===== src/rtl/branch_sequencer.sv =====
// PC / flag-register owner and branch resolver for the fetch path; FETCH_REQ is combinational, branches resolve in one RESOLVE cycle.
// STALL only gates FETCH_REQ; BRANCH_BUSY tells the issuer when a new branch will not be accepted.
module branch_sequencer #(
   parameter int              PC_W         = 16,
   parameter logic [PC_W-1:0] RESET_VECTOR = '0
) (
   input  logic            CLK,
   input  logic            RESET,
   output logic            FETCH_REQ,
   input  logic            FETCH_ACK,
   output logic [PC_W-1:0] PC,
   input  logic            STALL,
   input  logic            FLAG_WE,
   input  logic            ZERO_IN,
   input  logic            EQUAL_IN,
   input  logic            GT_IN,
   input  logic            LT_IN,
   output logic            ZERO_FLAG,
   output logic            EQUAL_FLAG,
   output logic            GT_FLAG,
   output logic            LT_FLAG,
   input  logic            BRANCH_REQ,
   input  logic [3:0]      BRANCH_COND,
   input  logic [PC_W-1:0] BRANCH_TARGET,
   output logic            BRANCH_BUSY,
   output logic            BRANCH_TAKEN,
   output logic            FLUSH,
   input  logic            HALT,
   output logic            HALTED
);

   typedef enum logic [1:0] {
      IDLE    = 2'd0,
      RUN     = 2'd1,
      RESOLVE = 2'd2,
      HALT_ST = 2'd3
   } state_t;

   state_t          state_q;
   state_t          state_d;
   logic [PC_W-1:0] pc_q;
   logic [PC_W-1:0] tgt_q;
   logic [3:0]      cond_q;
   logic [3:0]      flag_q;   // {Z, EQ, GT, LT}
   logic            taken_q;
   logic            capture;
   logic            sel_flag;
   logic            cond_true;
   logic            resolve_taken;

   // Resolution uses the registered flags, so a FLAG_WE in RESOLVE lands too late to matter.
   always_comb begin
      sel_flag = 1'b0;
      case (cond_q[1:0])
         2'd0:    sel_flag = flag_q[3];
         2'd1:    sel_flag = flag_q[2];
         2'd2:    sel_flag = flag_q[1];
         default: sel_flag = flag_q[0];
      endcase
      cond_true = !cond_q[3] || (sel_flag ^ cond_q[2]);
   end

   always_comb begin
      state_d       = state_q;
      capture       = 1'b0;
      FETCH_REQ     = 1'b0;
      BRANCH_BUSY   = 1'b1;
      HALTED        = 1'b0;
      resolve_taken = 1'b0;
      case (state_q)
         IDLE: begin
            state_d = RUN;
         end
         RUN: begin
            FETCH_REQ   = !STALL;
            BRANCH_BUSY = 1'b0;
            if (HALT) begin
               state_d = HALT_ST;
            end else if (BRANCH_REQ) begin
               state_d = RESOLVE;
               capture = 1'b1;
            end
         end
         RESOLVE: begin
            resolve_taken = cond_true;
            state_d       = RUN;
         end
         default: begin
            HALTED = 1'b1;
         end
      endcase
   end

   always_ff @(posedge CLK or posedge RESET) begin
      if (RESET) begin
         state_q <= IDLE;
         pc_q    <= RESET_VECTOR;
         tgt_q   <= '0;
         cond_q  <= '0;
         flag_q  <= '0;
         taken_q <= 1'b0;
      end else begin
         state_q <= state_d;
         taken_q <= resolve_taken;
         if (resolve_taken) begin
            pc_q <= tgt_q;
         end else if (FETCH_REQ && FETCH_ACK) begin
            pc_q <= pc_q + PC_W'(1);
         end
         if (capture) begin
            cond_q <= BRANCH_COND;
            tgt_q  <= BRANCH_TARGET;
         end
         if (FLAG_WE && (state_q != IDLE)) begin
            flag_q <= {ZERO_IN, EQUAL_IN, GT_IN, LT_IN};
         end
      end
   end

   assign PC           = pc_q;
   assign FLUSH        = taken_q;
   assign BRANCH_TAKEN = taken_q;
   assign ZERO_FLAG    = flag_q[3];
   assign EQUAL_FLAG   = flag_q[2];
   assign GT_FLAG      = flag_q[1];
   assign LT_FLAG      = flag_q[0];

endmodule


===== config.mk =====
export PLATFORM = sky130hd
export DESIGN_NAME = branch_sequencer
export DESIGN_NICKNAME = d
export VERILOG_FILES = /design/src/rtl/branch_sequencer.sv
export SDC_FILE = /design/constraint.sdc
export NUM_CORES = 1
export LEC_CHECK = 0
export ABC_AREA = 1
export CORE_ASPECT_RATIO = 0.75
export CORE_MARGIN = 1.5
export CORE_UTILIZATION = 52
export DETAILED_ROUTE_END_ITERATION = 10
export HOLD_SLACK_MARGIN = 0.1
export PLACE_DENSITY = 0.93
export SYNTH_ARGS = -nofsm -noshare
export SYNTH_HDL_FRONTEND = slang
export SYNTH_SLANG_ARGS = --single-unit

===== constraint.sdc =====
create_clock -name CLK -period 3 [get_ports CLK]
set_input_delay 0.6 -clock CLK [delete_from_list [all_inputs] [get_ports CLK]]
set_output_delay 0.6 -clock CLK [all_outputs]
set_load 0.1 [all_outputs]

==> flow_metrics.env, run 1 <==
export IMPL_status="finished, final reports clean"
export IMPL_worstPathRequired_ns=2.40
export IMPL_rows=19
export IMPL_cts_buffers=5
export IMPL_hold_viol=0
export IMPL_fin_tns_setup_ns=0
export IMPL_slowest_delay_ns=0.45
export IMPL_drt_iter0_drc=264
export IMPL_maxSlewViolCount=0
export IMPL_reg2reg_depth=6
export IMPL_dp_hpwl_mm=3.660
export IMPL_cts_hold_fix_buffers=0
export IMPL_worstMarginPinSlew_ns=0.7709
export IMPL_synth_xor_area_frac=0.02466
export IMPL_synthMuxAreaShare=0.1110
export IMPL_grt_antenna_before_repair=0
export IMPL_ys_seq_area_frac=0.5050
export IMPL_insertion_delay_ns=0.30
export IMPL_grt_max_degree=44
export IMPL_core_um2=3780
export IMPL_r2r_slack_ns=1.08
export IMPL_synth_simple_gate_area_frac=0.2754
export IMPL_netlist_area_um2=2131
export IMPL_cts_sinks=43
export IMPL_post_dp_cell_area_um2=2654
export IMPL_powerDensity_nw_per_um2=389.6
export IMPL_p_switching_w=0.0002717
export IMPL_ys_ff_latch=43
export IMPL_h_tree_depth=2
export IMPL_setup_ws_ns=0.9689
export IMPL_track_usage=0.2311
export IMPL_routed_via_density=5.514
export IMPL_synth_top_family_by_area="simple AND/OR/NAND/NOR gates"
export IMPL_die_w_um=76.92
export IMPL_clk_pin_slew_ns=0.08
export IMPL_clock_root_buffer="clkbuf_8"
export IMPL_max_freq_mhz=492.3
export IMPL_ys_types=26
export IMPL_cts_tree="built"
export IMPL_yosys_warnings=0
export IMPL_drv_cap=0
export IMPL_grt_overflow_total=0
export IMPL_cp_cell_sequence="clkdlybuf4s50_1, nor2_4, buf_12"
export IMPL_final_nets=310
export IMPL_postRouteAntennaNets=0
export IMPL_drive_gt1_frac=0.2473
export IMPL_wl_per_cell_um=14.60
export IMPL_fin_skew_ns=0.003624
export IMPL_grt_pass1_wl_mm=7.935
export IMPL_cts_resized=0
export IMPL_holdPathStages=1
export IMPL_route_detailed_drc=0
export IMPL_wirelength_mm=4.833
export IMPL_worstPathArrival_ns=1.43
export IMPL_critPathLaunch="STALL"
export IMPL_dieArea_um2=4495
export IMPL_syn2layout_area_growth_pct=28.54
export IMPL_p_int_w=0.0007953
export IMPL_initial_utilization=0.5637
export IMPL_rsz0062_at_grt="no"
export IMPL_path_buf_inv=2
export IMPL_pwr_share_comb=0.106
export IMPL_dr_pass1_iters=4
export IMPL_place_congestion=0.8097
export IMPL_min_from="tgt_q[11]"
export IMPL_relSlewSlack=0.4842
export IMPL_io_buffers=55
export IMPL_crit_slowest_cell="clkdlybuf4s50_1"
export IMPL_fin_crit_sh=0.6770
export IMPL_whs_endpoint="tgt_q[11]"
export IMPL_power_frac_seq=0.552
export IMPL_cp_top_family="buffers and inverters"
export IMPL_r2r_end="PC[13]"
export IMPL_synth_fp_nets=255
export IMPL_worstPathMaxFanout=4
export IMPL_hp_class="register to register"
export IMPL_synth_avg_cell_area_um2=9.555
export IMPL_synth_compound_area_share=0.02936
export IMPL_io_pins=56
export IMPL_finish_instance_area_um2=2739
export IMPL_via_count=1825
export IMPL_reg2reg_from="state_q[1]"
export IMPL_cts_setup_buffers=0
export IMPL_finalCriticalPeriod_ns=2.031
export IMPL_crit_type="primary input to output port"
export IMPL_critPathLaunchType="primary input"
export IMPL_grt_pass1_vias=1669
export IMPL_diodes=0
export IMPL_setup_viol_count_final=0
export IMPL_crit_path_end_kind="output port"
export IMPL_peakVddDrop_mv=0.3354
export IMPL_synth_fa_ha_area_frac=0.005872
export IMPL_synthesis_instances=223
export IMPL_leakage_nw=1.368
export IMPL_clock_path_buffers=2
export IMPL_dp_slack_ns=0.7704
export IMPL_pwr_share_clk=0.342
export IMPL_switching_share=0.2546
export IMPL_die_y_um=58.44
## stage by stage
stage                     std cells  hold WS [ns]   power, W  utilization
after floorplan                 223        0.4436  0.0006583            -
after global placement          323        0.4770  0.0007131       0.7021
after detailed placement        323        0.4942  0.0007150       0.7021
after CTS                       331        0.5130   0.001069       0.7246
after global routing            331        0.5216   0.001104       0.7246
final                           331        0.5098   0.001067       0.7246
## cell usage after synthesis
| library cell | instances | area share |
|---|---|---|
| nand3_1 | 46 | 0.11 |
| dfrtp_1 | 43 | 0.50 |
| nand2_1 | 38 | 0.067 |
| mux2_2 | 21 | 0.11 |
| nor2_1 | 17 | 0.030 |
| inv_1 | 12 | 0.021 |
| buf_2 | 4 | 0.0094 |
| nand2_2 | 4 | 0.012 |
| nand4_1 | 4 | 0.012 |
| xnor2_1 | 4 | 0.016 |
| a21oi_1 | 3 | 0.0070 |
| nand3_2 | 3 | 0.014 |
| nor2_4 | 3 | 0.016 |
| o21ai_1 | 3 | 0.0070 |
| o21bai_1 | 3 | 0.011 |
| buf_4 | 2 | 0.0070 |
| o21ai_0 | 2 | 0.0047 |
| or2_2 | 2 | 0.0059 |
| xor2_1 | 2 | 0.0082 |
| buf_6 | 1 | 0.0053 |
| clkbuf_1 | 1 | 0.0018 |
| clkinv_2 | 1 | 0.0023 |
| ha_1 | 1 | 0.0059 |
| inv_2 | 1 | 0.0018 |
| nand3b_1 | 1 | 0.0035 |
| nor3_4 | 1 | 0.0076 |
## power groups by stage
stage	sequential (W)	combinational, W	clock (W)
6_report	0.000589	0.000113	0.000365
5_1_grt	0.000590	0.000120	0.000395
4_1_cts	0.000589	0.000115	0.000365
3_5_place_dp	0.000600	0.000115	0
3_3_place_gp	0.000600	0.000113	0
2_1_floorplan	0.000639	0.0000188	0
## cell type report
type | count | area, um^2
clock inverters | 2 | 12.51
flip-flops and latches | 43 | 1076
inverters | 14 | 53.80
repair buffers | 56 | 508.0
multi-input cells | 158 | 950.9
well taps | 52 | 65.06
clock buffers | 6 | 72.57
fillers | 282 | 1041
## sequential cells by signal, summed over array words and instances, names as in the netlist
register and flops:
PC 16, tgt_q 16, BRANCH_TAKEN 1, state_q 2
cond_q 4, flag_q 4
## layer usage
metal	wire length [um]	part of all wire	vias up	GRT usage
met2	2369	0.49	68	0.3780
met5	0	0	-	0
li1	-	-	860	-
met4	72	0.015	0	0.07672
met3	308	0.064	9	0.04651
met1	2082	0.43	888	0.3144
## cell families (layout without fill, tap and decap cells)
family	Yosys count	count (layout)
adders and majority gates	1	1
DFF	43	43
and+or+nand+nor	119	119
muxes	21	21
xor gates and xnor gates	6	6
buffers and inverters	22	78
AOI/OAI and AO/OA	11	11
## worst max-delay path by stage
stage | cells after the start | end | slack (ns)
2_1_floorplan | 8 | PC[8] | 0.87
3_3_place_gp | 4 | tgt_q[4] | 0.86
3_5_place_dp | 4 | tgt_q[9] | 0.77
4_1_cts | 3 | FETCH_REQ | 0.97
5_1_grt | 6 | PC[13] | 0.87
6_report | 3 | FETCH_REQ | 0.97
## cell usage in the layout (no fill, tap or decap), drive strengths merged
| master | instances |
|---|---|
| o21bai | 3 |
| nand2 | 42 |
| nand3 | 49 |
| or2 | 2 |
| o21ai | 5 |
| nor3 | 1 |
| mux2 | 21 |
| nor2 | 20 |
| dfrtp | 43 |
| clkdlybuf4s50 | 30 |
| nand3b | 1 |
| nand4 | 4 |
| ha | 1 |
| buf | 26 |
| a21oi | 3 |
| xor2 | 2 |
| clkinvlp | 1 |
| xnor2 | 4 |
| clkbuf | 6 |
| clkinv | 2 |
| inv | 13 |
## worst reg2reg max path: stages (launching register included)
cell     delay, ns
dfrtp_1       0.42
inv_1         0.09
nor2_1        0.59
nand2_2       0.36
inv_2         0.23
nand2_1       0.09
nand2_1       0.08
Power figures use the tool's default switching activity.
==> run 2: changes to the inputs <==
CORE_UTILIZATION = 44   (was 52)
PLACE_DENSITY = 0.84   (was 0.93)
clock period = 1.8 ns   (was 3 ns; I/O delays follow)
==> run 2 against run 1 <==
Final cell count up 3.3%. Core utilization down 3.1 points. Power up 68%. Critical path depth up 2. Design area up 15%. Die area up 17%. Critical endpoint unchanged. Sequential share of layout area down 4.7 points. Flip-flop and latch count unchanged. Worst setup slack worse by 0.85 ns. Register-to-register slack worse by 0.91 ns. Clock skew up 0.0048 ns. Largest cell class unchanged.
==> flow_metrics.env, run 2 (synthesis results as in run 1) <==
export IMPL_routed_via_density=5.266
export IMPL_finish_instance_area_um2=3152
export IMPL_cts_sinks=43
export IMPL_final_nets=316
export IMPL_critPathLaunchType="register"
export IMPL_insertion_delay_ns=0.29
export IMPL_grt_max_degree=44
export IMPL_dp_slack_ns=0.1644
export IMPL_max_freq_mhz=594.4
export IMPL_peakVddDrop_mv=0.4708
export IMPL_maxSlewViolCount=0
export IMPL_status="finished, final reports clean"
export IMPL_setup_viol_count_final=0
export IMPL_powerDensity_nw_per_um2=570.3
export IMPL_drv_cap=0
export IMPL_dr_pass1_iters=4
export IMPL_drt_iter0_drc=128
export IMPL_grt_overflow_total=0
export IMPL_wirelength_mm=4.787
export IMPL_route_detailed_drc=0
export IMPL_wl_per_cell_um=14.00
export IMPL_clk_pin_slew_ns=0.08
export IMPL_cts_hold_fix_buffers=0
export IMPL_grt_pass1_wl_mm=8.114
export IMPL_slowest_delay_ns=0.42
export IMPL_core_um2=4546
export IMPL_postRouteAntennaNets=0
export IMPL_diodes=0
export IMPL_dp_hpwl_mm=3.598
export IMPL_relSlewSlack=0.5897
export IMPL_fin_crit_sh=0.9347
export IMPL_rows=21
export IMPL_crit_type="register to output port"
export IMPL_setup_ws_ns=0.1176
export IMPL_crit_path_end_kind="output port"
export IMPL_path_buf_inv=3
export IMPL_finalCriticalPeriod_ns=1.682
export IMPL_h_tree_depth=2
export IMPL_io_pins=56
export IMPL_via_count=1801
export IMPL_crit_slowest_cell="dfrtp_1"
export IMPL_worstMarginPinSlew_ns=0.6090
export IMPL_grt_antenna_before_repair=0
export IMPL_cts_resized=0
export IMPL_die_y_um=63.27
export IMPL_place_congestion=0.8620
export IMPL_worstPathArrival_ns=1.32
export IMPL_initial_utilization=0.4688
export IMPL_layout_commonest_cell="nand3_1"
export IMPL_cp_top_family="buffers and inverters"
export IMPL_rsz0062_at_grt="no"
export IMPL_leakage_nw=1.545
export IMPL_worstPathRequired_ns=1.44
export IMPL_worstPathMaxFanout=4
export IMPL_track_usage=0.1959
export IMPL_die_w_um=83.36
export IMPL_hold_viol=0
export IMPL_fin_skew_ns=0.008409
export IMPL_cts_buffers=5
export IMPL_hp_class="primary input to asynchronous set/reset pin"
export IMPL_cp_cell_sequence="inv_2, nand2_8, nor2_4, buf_4, buf_12"
export IMPL_clock_path_buffers=2
export IMPL_cts_tree="built"
export IMPL_cts_setup_buffers=0
export IMPL_grt_pass1_vias=1695
export IMPL_clock_root_buffer="clkbuf_8"
export IMPL_final_cell_mix="46 x nand3_1, 38 x nand2_1, 32 x dfrtp_1, 30 x clkdlybuf4s50_1, 27 x buf_12"
export IMPL_syn2layout_area_growth_pct=47.92
export IMPL_dieArea_um2=5273
export IMPL_drive_gt1_frac=0.3053
export IMPL_post_dp_cell_area_um2=3058
export IMPL_io_buffers=55
## run 2: cell types whose count changed in the layout (fill, tap and decap cells not counted), sizes merged
cell and change:
clkinv +1, buf +6, clkinvlp -1
## run 2: power by group
group	total, W	switching, W	internal (W)
registers	0.000985	0.0000116	0.000974
clock network	0.000595	0.000321	0.000274
logic	0.000217	0.000110	0.000107
## run 2: layout make-up
type	count	area, um^2
Fill cell	332	1394
Sequential cell	43	1090
Multi-Input combinational cell	158	972.2
Timing Repair Buffer	62	878.3
Clock buffer	6	72.57
Tap cell	57	71.32
Inverter	14	53.80
Clock inverter	2	13.76
## run 2: path summary, 6_finish.rpt
kind                             from         to  slack (ns)  cells after the start
max in group asynchronous       RESET      PC[3]        1.16                      3
hold / removal                  RESET   tgt_q[3]        0.41                      3
setup / recovery           state_q[1]  FETCH_REQ        0.12                      5
setup reg to reg                PC[0]     PC[12]        0.17                      7
hold reg to reg             tgt_q[13]     PC[13]        0.47                      2
min in group CLK            tgt_q[13]     PC[13]        0.47                      2
## run 2: through the flow
stage            util  total power [W]  setup TNS [ns]  instances  hold WS (ns)
4_1_cts        0.6917         0.001813               0        342        0.4256
3_3_place_gp   0.6727         0.001220               0        334        0.4541
3_5_place_dp   0.6727         0.001223               0        334        0.4785
6_report       0.6934         0.001797               0        342        0.4142
2_1_floorplan       -         0.001097         -0.8107        223        0.4435
5_1_grt        0.6934         0.001877               0        342        0.4654
## run 2: metal layers
metal | up-vias | GRT usage | wire, um
met4 | 0 | 0.08542 | 114
met2 | 57 | 0.2947 | 2274
met5 | - | 0 | 0
met1 | 853 | 0.2740 | 2126
li1 | 880 | - | -
met3 | 11 | 0.04325 | 271
## run 2: worst register-to-register path: stages, from the launching register on
cell and delay (ns):
dfrtp_2 0.43, ha_1 0.21, nand3_1 0.20, nor3_4 0.22
nand2_1 0.10, o21bai_1 0.14, nand3_1 0.13, nand3_1 0.14
